## src/rtl/hazard_controller_if.sv

```systemverilog
// hazard_controller_if
//   Bundles every pipeline-facing signal of the hazard controller.
//   Ports (all carried as interface members):
//     RS1_D, RS2_D            Decode source registers
//     RS1_E, RS2_E, RD_E      Execute source/destination registers
//     Result_Src_Sel_E        2'b01 marks a load in Execute
//     PC_Src_E                branch taken / jump resolved in Execute
//     RD_M, RD_W              Memory / Writeback destination registers
//     REG_W_En_M, REG_W_En_W  Memory / Writeback register write enables
//     MEM_Req_M, MEM_Ready_M  data-memory request / completion
//     Stall_F/D/E/M           hold PC, IF/ID, ID/EX, EX/MEM
//     Flush_D, Flush_E        insert NOP into IF/ID, ID/EX
//     Forward_A_E/B_E         Execute operand forwarding selects
//     Mem_Err                 sticky watchdog error
//     Stall_Cycles/Flush_Cycles  saturating performance counters
//   modport slave  : the hazard controller
//   modport master : the pipeline driving it
interface hazard_controller_if #(
  parameter int CNT_W = 32
);
  logic [4:0]       RS1_D;
  logic [4:0]       RS2_D;
  logic [4:0]       RS1_E;
  logic [4:0]       RS2_E;
  logic [4:0]       RD_E;
  logic [1:0]       Result_Src_Sel_E;
  logic             PC_Src_E;
  logic [4:0]       RD_M;
  logic [4:0]       RD_W;
  logic             REG_W_En_M;
  logic             REG_W_En_W;
  logic             MEM_Req_M;
  logic             MEM_Ready_M;
  logic             Stall_F;
  logic             Stall_D;
  logic             Stall_E;
  logic             Stall_M;
  logic             Flush_D;
  logic             Flush_E;
  logic [1:0]       Forward_A_E;
  logic [1:0]       Forward_B_E;
  logic             Mem_Err;
  logic [CNT_W-1:0] Stall_Cycles;
  logic [CNT_W-1:0] Flush_Cycles;

  modport slave (
    input  RS1_D, RS2_D, RS1_E, RS2_E, RD_E, Result_Src_Sel_E, PC_Src_E,
           RD_M, RD_W, REG_W_En_M, REG_W_En_W, MEM_Req_M, MEM_Ready_M,
    output Stall_F, Stall_D, Stall_E, Stall_M, Flush_D, Flush_E,
           Forward_A_E, Forward_B_E, Mem_Err, Stall_Cycles, Flush_Cycles
  );

  modport master (
    output RS1_D, RS2_D, RS1_E, RS2_E, RD_E, Result_Src_Sel_E, PC_Src_E,
           RD_M, RD_W, REG_W_En_M, REG_W_En_W, MEM_Req_M, MEM_Ready_M,
    input  Stall_F, Stall_D, Stall_E, Stall_M, Flush_D, Flush_E,
           Forward_A_E, Forward_B_E, Mem_Err, Stall_Cycles, Flush_Cycles
  );
endinterface

```

## src/rtl/hazard_controller.sv

```systemverilog
// hazard_controller
//   Hazard and sequencing controller for the five-stage RV32i pipeline:
//   operand forwarding, load-use bubbles, branch flushes, a freeze FSM for
//   multi-cycle data-memory accesses with a watchdog, and saturating
//   stall/flush cycle counters.
//   Ports:
//     CLK  clock, rising edge
//     RST  synchronous active-low reset
//     hz   hazard_controller_if.slave (see interface file for members)
//   Parameters:
//     MEM_TIMEOUT  consecutive wait cycles before ERR (0 disables watchdog)
//     CNT_W        performance counter width
module hazard_controller #(
  parameter int MEM_TIMEOUT = 16,
  parameter int CNT_W       = 32
) (
  input logic                CLK,
  input logic                RST,
  hazard_controller_if.slave hz
);

  // A zero timeout still needs a 1-bit counter to keep widths legal.
  localparam int WCW = (MEM_TIMEOUT > 0) ? $clog2(MEM_TIMEOUT + 1) : 1;
  localparam logic [WCW-1:0] WAIT_LAST =
    (MEM_TIMEOUT > 0) ? WCW'(MEM_TIMEOUT - 1) : '0;

  typedef enum logic [1:0] {
    RUN      = 2'd0,
    MEM_WAIT = 2'd1,
    ERR      = 2'd2
  } state_t;

  state_t           state;
  logic [WCW-1:0]   wait_cnt;
  logic             mem_err;
  logic [CNT_W-1:0] stall_cnt;
  logic [CNT_W-1:0] flush_cnt;

  logic       mem_wait;
  logic       load_use;
  logic       timeout_hit;
  logic       s_f, s_d, s_e, s_m;
  logic       f_d, f_e;
  logic       branch_flush;
  logic [1:0] fwd_a, fwd_b;

  // Memory stage result wins over Writeback since it is the newer value.
  function automatic logic [1:0] fwd_sel(
    input logic [4:0] rs,
    input logic       we_m,
    input logic [4:0] rd_m,
    input logic       we_w,
    input logic [4:0] rd_w
  );
    if (we_m && (rd_m != 5'd0) && (rd_m == rs))
      return 2'b10;
    else if (we_w && (rd_w != 5'd0) && (rd_w == rs))
      return 2'b01;
    else
      return 2'b00;
  endfunction

  assign mem_wait = hz.MEM_Req_M && !hz.MEM_Ready_M;

  assign load_use = (hz.Result_Src_Sel_E == 2'b01) && (hz.RD_E != 5'd0) &&
                    ((hz.RD_E == hz.RS1_D) || (hz.RD_E == hz.RS2_D));

  // Checked in RUN as well so a timeout of 1 trips on the first wait cycle.
  assign timeout_hit = (MEM_TIMEOUT != 0) && mem_wait && (wait_cnt == WAIT_LAST);

  // Output priority: ERR / memory freeze, then branch flush, then load-use.
  // A branch seen during a freeze stays in the frozen ID/EX register and is
  // flushed once the freeze lifts.
  always_comb begin
    s_f          = 1'b0;
    s_d          = 1'b0;
    s_e          = 1'b0;
    s_m          = 1'b0;
    f_d          = 1'b0;
    f_e          = 1'b0;
    branch_flush = 1'b0;
    fwd_a        = 2'b00;
    fwd_b        = 2'b00;
    if (RST) begin
      fwd_a = fwd_sel(hz.RS1_E, hz.REG_W_En_M, hz.RD_M, hz.REG_W_En_W, hz.RD_W);
      fwd_b = fwd_sel(hz.RS2_E, hz.REG_W_En_M, hz.RD_M, hz.REG_W_En_W, hz.RD_W);
      if ((state == ERR) || mem_wait) begin
        s_f = 1'b1;
        s_d = 1'b1;
        s_e = 1'b1;
        s_m = 1'b1;
      end else if (hz.PC_Src_E) begin
        f_d          = 1'b1;
        f_e          = 1'b1;
        branch_flush = 1'b1;
      end else if (load_use) begin
        s_f = 1'b1;
        s_d = 1'b1;
        f_e = 1'b1;
      end
    end
  end

  // Freeze FSM, watchdog counter, sticky error and performance counters.
  always_ff @(posedge CLK) begin
    if (!RST) begin
      state     <= RUN;
      wait_cnt  <= '0;
      mem_err   <= 1'b0;
      stall_cnt <= '0;
      flush_cnt <= '0;
    end else begin
      if (mem_wait) begin
        if (wait_cnt != '1)
          wait_cnt <= wait_cnt + 1'b1;
      end else begin
        wait_cnt <= '0;
      end

      case (state)
        RUN: begin
          if (timeout_hit) begin
            state   <= ERR;
            mem_err <= 1'b1;
          end else if (mem_wait) begin
            state <= MEM_WAIT;
          end
        end
        MEM_WAIT: begin
          if (timeout_hit) begin
            state   <= ERR;
            mem_err <= 1'b1;
          end else if (!mem_wait) begin
            state <= RUN;
          end
        end
        ERR: state <= ERR;
        default: state <= RUN;
      endcase

      if ((s_f || s_d || s_e || s_m) && (stall_cnt != '1))
        stall_cnt <= stall_cnt + 1'b1;
      if (branch_flush && (flush_cnt != '1))
        flush_cnt <= flush_cnt + 1'b1;
    end
  end

  assign hz.Stall_F      = s_f;
  assign hz.Stall_D      = s_d;
  assign hz.Stall_E      = s_e;
  assign hz.Stall_M      = s_m;
  assign hz.Flush_D      = f_d;
  assign hz.Flush_E      = f_e;
  assign hz.Forward_A_E  = fwd_a;
  assign hz.Forward_B_E  = fwd_b;
  assign hz.Mem_Err      = mem_err;
  assign hz.Stall_Cycles = stall_cnt;
  assign hz.Flush_Cycles = flush_cnt;

endmodule

```

## src/flat_wrapper.sv

```systemverilog
// flat-port wrapper written by rule: the top's interface ports become plain ports
module hazard_controller_flat 
#(
  parameter int MEM_TIMEOUT = 16,
  parameter int CNT_W       = 32
)
  (CLK, RST, hz_RS1_D, hz_RS2_D, hz_RS1_E, hz_RS2_E, hz_RD_E, hz_Result_Src_Sel_E, hz_PC_Src_E, hz_RD_M, hz_RD_W, hz_REG_W_En_M, hz_REG_W_En_W, hz_MEM_Req_M, hz_MEM_Ready_M, hz_Stall_F, hz_Stall_D, hz_Stall_E, hz_Stall_M, hz_Flush_D, hz_Flush_E, hz_Forward_A_E, hz_Forward_B_E, hz_Mem_Err, hz_Stall_Cycles, hz_Flush_Cycles);
  hazard_controller_if #(.CNT_W(CNT_W)) hz_i ();
  input logic CLK;
  input logic RST;
  input wire logic [$bits(hz_i.RS1_D)-1:0] hz_RS1_D;
  input wire logic [$bits(hz_i.RS2_D)-1:0] hz_RS2_D;
  input wire logic [$bits(hz_i.RS1_E)-1:0] hz_RS1_E;
  input wire logic [$bits(hz_i.RS2_E)-1:0] hz_RS2_E;
  input wire logic [$bits(hz_i.RD_E)-1:0] hz_RD_E;
  input wire logic [$bits(hz_i.Result_Src_Sel_E)-1:0] hz_Result_Src_Sel_E;
  input wire logic [$bits(hz_i.PC_Src_E)-1:0] hz_PC_Src_E;
  input wire logic [$bits(hz_i.RD_M)-1:0] hz_RD_M;
  input wire logic [$bits(hz_i.RD_W)-1:0] hz_RD_W;
  input wire logic [$bits(hz_i.REG_W_En_M)-1:0] hz_REG_W_En_M;
  input wire logic [$bits(hz_i.REG_W_En_W)-1:0] hz_REG_W_En_W;
  input wire logic [$bits(hz_i.MEM_Req_M)-1:0] hz_MEM_Req_M;
  input wire logic [$bits(hz_i.MEM_Ready_M)-1:0] hz_MEM_Ready_M;
  output wire logic [$bits(hz_i.Stall_F)-1:0] hz_Stall_F;
  output wire logic [$bits(hz_i.Stall_D)-1:0] hz_Stall_D;
  output wire logic [$bits(hz_i.Stall_E)-1:0] hz_Stall_E;
  output wire logic [$bits(hz_i.Stall_M)-1:0] hz_Stall_M;
  output wire logic [$bits(hz_i.Flush_D)-1:0] hz_Flush_D;
  output wire logic [$bits(hz_i.Flush_E)-1:0] hz_Flush_E;
  output wire logic [$bits(hz_i.Forward_A_E)-1:0] hz_Forward_A_E;
  output wire logic [$bits(hz_i.Forward_B_E)-1:0] hz_Forward_B_E;
  output wire logic [$bits(hz_i.Mem_Err)-1:0] hz_Mem_Err;
  output wire logic [$bits(hz_i.Stall_Cycles)-1:0] hz_Stall_Cycles;
  output wire logic [$bits(hz_i.Flush_Cycles)-1:0] hz_Flush_Cycles;
  assign hz_i.RS1_D = hz_RS1_D;
  assign hz_i.RS2_D = hz_RS2_D;
  assign hz_i.RS1_E = hz_RS1_E;
  assign hz_i.RS2_E = hz_RS2_E;
  assign hz_i.RD_E = hz_RD_E;
  assign hz_i.Result_Src_Sel_E = hz_Result_Src_Sel_E;
  assign hz_i.PC_Src_E = hz_PC_Src_E;
  assign hz_i.RD_M = hz_RD_M;
  assign hz_i.RD_W = hz_RD_W;
  assign hz_i.REG_W_En_M = hz_REG_W_En_M;
  assign hz_i.REG_W_En_W = hz_REG_W_En_W;
  assign hz_i.MEM_Req_M = hz_MEM_Req_M;
  assign hz_i.MEM_Ready_M = hz_MEM_Ready_M;
  assign hz_Stall_F = hz_i.Stall_F;
  assign hz_Stall_D = hz_i.Stall_D;
  assign hz_Stall_E = hz_i.Stall_E;
  assign hz_Stall_M = hz_i.Stall_M;
  assign hz_Flush_D = hz_i.Flush_D;
  assign hz_Flush_E = hz_i.Flush_E;
  assign hz_Forward_A_E = hz_i.Forward_A_E;
  assign hz_Forward_B_E = hz_i.Forward_B_E;
  assign hz_Mem_Err = hz_i.Mem_Err;
  assign hz_Stall_Cycles = hz_i.Stall_Cycles;
  assign hz_Flush_Cycles = hz_i.Flush_Cycles;
  hazard_controller #(.MEM_TIMEOUT(MEM_TIMEOUT), .CNT_W(CNT_W)) u_core (.CLK(CLK), .RST(RST), .hz(hz_i));
endmodule
```

## config.mk

```make
export PLATFORM = sky130hd
export DESIGN_NAME = hazard_controller_flat
export DESIGN_NICKNAME = d
export VERILOG_FILES = /design/src/rtl/hazard_controller_if.sv /design/src/rtl/hazard_controller.sv /design/src/flat_wrapper.sv
export SDC_FILE = /design/constraint.sdc
export NUM_CORES = 1
export LEC_CHECK = 0
export ABC_CLOCK_PERIOD_IN_PS = 2530
export BUFFER_PORTS_ARGS = -buffer_cell sky130_fd_sc_hd__clkbuf_2
export CAP_MARGIN = 20
export CORE_MARGIN = 8
export CORE_UTILIZATION = 35
export DETAILED_ROUTE_END_ITERATION = 10
export GPL_TIMING_DRIVEN = 1
export PLACE_DENSITY = 0.63
export SLEW_MARGIN = 10
export SYNTH_ARGS = -nofsm -noshare
export SYNTH_HDL_FRONTEND = slang
export SYNTH_SLANG_ARGS = --single-unit
export TNS_END_PERCENT = 1
```

## constraint.sdc

```tcl
create_clock -name CLK -period 2.53 [get_ports CLK]
set_input_delay 0.3795 -clock CLK [delete_from_list [all_inputs] [get_ports CLK]]
set_output_delay 0.3795 -clock CLK [all_outputs]
set_load 0.05 [all_outputs]
```

==> impl_metrics.csv <==
group,metric,value,unit
detailed_routing,routedWlPerCell,15.0,µm
power,ir_drop,0.424,mV
power,leakage,0.00205,µW
cells_and_area,area_delta_synth_final,29.7,%
setup_path,crit_path_frequent_cell,"clkbuf_2",
cells_and_area,final_layout_size_suffix_gt1_frac,0.263,
worst_hold_path,holdCritPathClass,"reg -> reg",
setup_path,worstPathCellList,"clkbuf_2 > or4_1 > o21ai_0 > nor4_1 > nor4_2 > clkbuf_2",
setup_path,criticalPathCategory,"in -> out",
sta,worstMarginPinSlew,0.585,ns
clock_network,cts_buffers,9,
sta,fmax,0.419,GHz
global_routing,grt_max_degree,53,
setup_path,cp.arrival,2.01,ns
power,p_per_area,513,nW/µm²
sta,finClkSkew,0.00359,ns
cells_and_area,final_common_cell,"clkbuf_2",
global_routing,antenna_found_initial,0,
clock_network,cts.sink_count,72,
place,place_area,4800,µm²
cells_and_area,stdcell_count,756,
setup_path,cp_slowest_cell,"or4_1",
sta,setup_violations,0,
die,dieHeight,122,µm
logic_synthesis,syn_nets,532,
clock_network,clkTransAtPathRegs,0.05,ns
logic_synthesis,synth-edff-count,0,
clock_network,cts_tree,"built",
die,fp.coreArea,10900,µm²
logic_synthesis,avgSynthCellArea,8.15,µm²
sta,post-route-period-util,0.944,
clock_network,post_cts_buffers,0,
logic_synthesis,yosysSeqAreaShare,0.366,
cells_and_area,antenna_cells,0,
status,status,"complete, no violations",
sta,maxSlewViolCount,0,
detailed_routing,wl,11300,µm
logic_synthesis,synth.distinct_cells,44,
logic_synthesis,async_flop_share,0,
logic_synthesis,syn_area,3940,µm²
global_routing,gr-usage-met1,0.179,
power,p_total,2620,µW
detailed_routing,first_pass_iters,4,
cells_and_area,layout_common_cells,"clkbuf_2, dfxtp_1, nor2_1, nand2_1, nand3_1",
place,dp_hpwl,8580,µm
setup_path,worst-path-max-fanout,3,
clock_network,root_buffer,"clkbuf_16",
sta,rsz0062_at_grt,"false",
die,num_rows,38,
place,port-buffer-count,118,
sta,max_slew_margin,0.610,
global_routing,grt_util_met3,0.0458,
die,ios,119,
global_routing,grt_pass1_wl,19000,µm
cells_and_area,final_util,0.467,
setup_path,worstSetupStartpointType,"input pin",
global_routing,gr-usage-all-layers,0.155,
detailed_routing,drc,0,
sta,hold_ws,0.426,ns
global_routing,grt_overflow,0,
place,place_congestion,0.828,
detailed_routing,drtIter0Drc,217,
place,placed_cells,740,
global_routing,grt_pass1_vias,4054,
die,floorplan.initialDensity,0.360,
logic_synthesis,synthFlopType,"dfxtp_1",
die,chipWidth,122,µm
run,drv_cap,0,
global_routing,grt_most_used_layer,"met2",
setup_path,crit_family,"simple AND/OR/NAND/NOR gates",
clock_network,clk_latency,0.33,ns
setup_path,cp_data_required_time,2.15,ns
sta,finalHoldViolations,0,
setup_path,worst-path-buf-inv,2,
detailed_routing,antenna_left,0,
detailed_routing,via_count,4021,
setup_path,worst_setup_path_end_kind,"output pin",
cells_and_area,nets,660,
logic_synthesis,ys.warnings.count,0,
clock_network,clockBufferDepth,2,
logic_synthesis,syn_inst,483,
die,dieArea,14900,µm²
sta,min_period,2.39,ns
global_routing,use_met2,0.269,
detailed_routing,viasPerCell,5.32,
cells_and_area,fin_area,5110,µm²
setup_path,cpPeakStageDelay,0.51,ns
logic_synthesis,ys_ff_latch,72,
clock_network,h-tree-depth,3,
==> per-layer routing <==
layer | wire (µm) | vias up
met4 | 163 | 0
li1 | - | 2013
met1 | 4770 | 1879
met5 | 0 | -
met3 | 798 | 13
met2 | 5580 | 116
==> stage by stage <==
step	TNS, ns	setup WS [ns]
floorplan	-0.0208	-0.0104
global placement	0	0.214
detailed placement	0	0.112
CTS	0	0.108
global route	0	0.0155
finish	0	0.142
==> layout make-up <==
| class | instances | area, µm² |
|---|---|---|
| Inverter | 14 | 52.6 |
| Timing Repair Buffer | 138 | 768 |
| Clock buffer | 13 | 260 |
| Sequential cell | 72 | 1440 |
| Fill cell | 1071 | 5830 |
| Tap cell | 140 | 175 |
| Clock inverter | 3 | 40.0 |
| Multi-Input combinational cell | 376 | 2370 |
==> final timing paths <==
path	from	slack [ns]	cells after the start	to
worst max register to register	u_core.hz.Stall_Cycles[10]	0.24	6	u_core.hz.Stall_Cycles[26]
worst max-delay path	hz_RD_M[0]	0.14	6	hz_Forward_A_E[0]
worst min register to register	u_core.state[1]	0.43	1	u_core.state[0]
worst min-delay path	u_core.state[1]	0.43	1	u_core.state[0]
==> where the power goes <==
group          internal [µW]  total, µW  switching, µW
clock                    814       1270            460
combinational           79.7        205            125
sequential              1140       1140           3.38
==> synth_stat cells (all sizes together), types with 3 or more instances <==
library cell  instances  area [µm²]
o31ai                13        97.6
ha                    5        62.6
nand3                35         175
xor2                 32         280
or4                  16         120
nand2                40         153
and2                  9        56.3
o21bai                3        22.5
mux2i                 7        70.1
nor2                 44         168
a21oi                27         135
clkbuf               15        56.3
and4                  7        61.3
nor4                 13        96.3
or3                  17         106
xnor2                23         201
nand2b                4        25.0
dfxtp                72        1440
inv                  14        52.6
nor2b                 3        18.8
o21ai                19        95.1
buf                   6        41.3
nor3                  4        20.0
and3                 14        87.6
nand4                23         144
o211ai                6        45.0
==> registers in the layout, summed over array words and instances (netlist names) <==
| name | count |
|---|---|
| u_core.state | 2 |
| u_core.hz.Stall_Cycles | 32 |
| u_core.wait_cnt | 5 |
| u_core.hz.Mem_Err | 1 |
| u_core.hz.Flush_Cycles | 32 |
==> what timing repair did <==
item | CTS | global route
hold buffers | 0 | 0
setup endpoints to repair | 0 | 5
gates resized for setup | 0 | 1
==> cell families after synthesis <==
group,synth area share
AND/OR/NAND/NOR,0.322
AO/OA/AOI/OAI,0.118
flip-flops,0.366
XOR/XNOR,0.122
buffers and inverters,0.0381
multiplexers,0.0178
adder cells (fa/ha/maj),0.0159
Note: power is estimated with default switching activity, not from simulation.
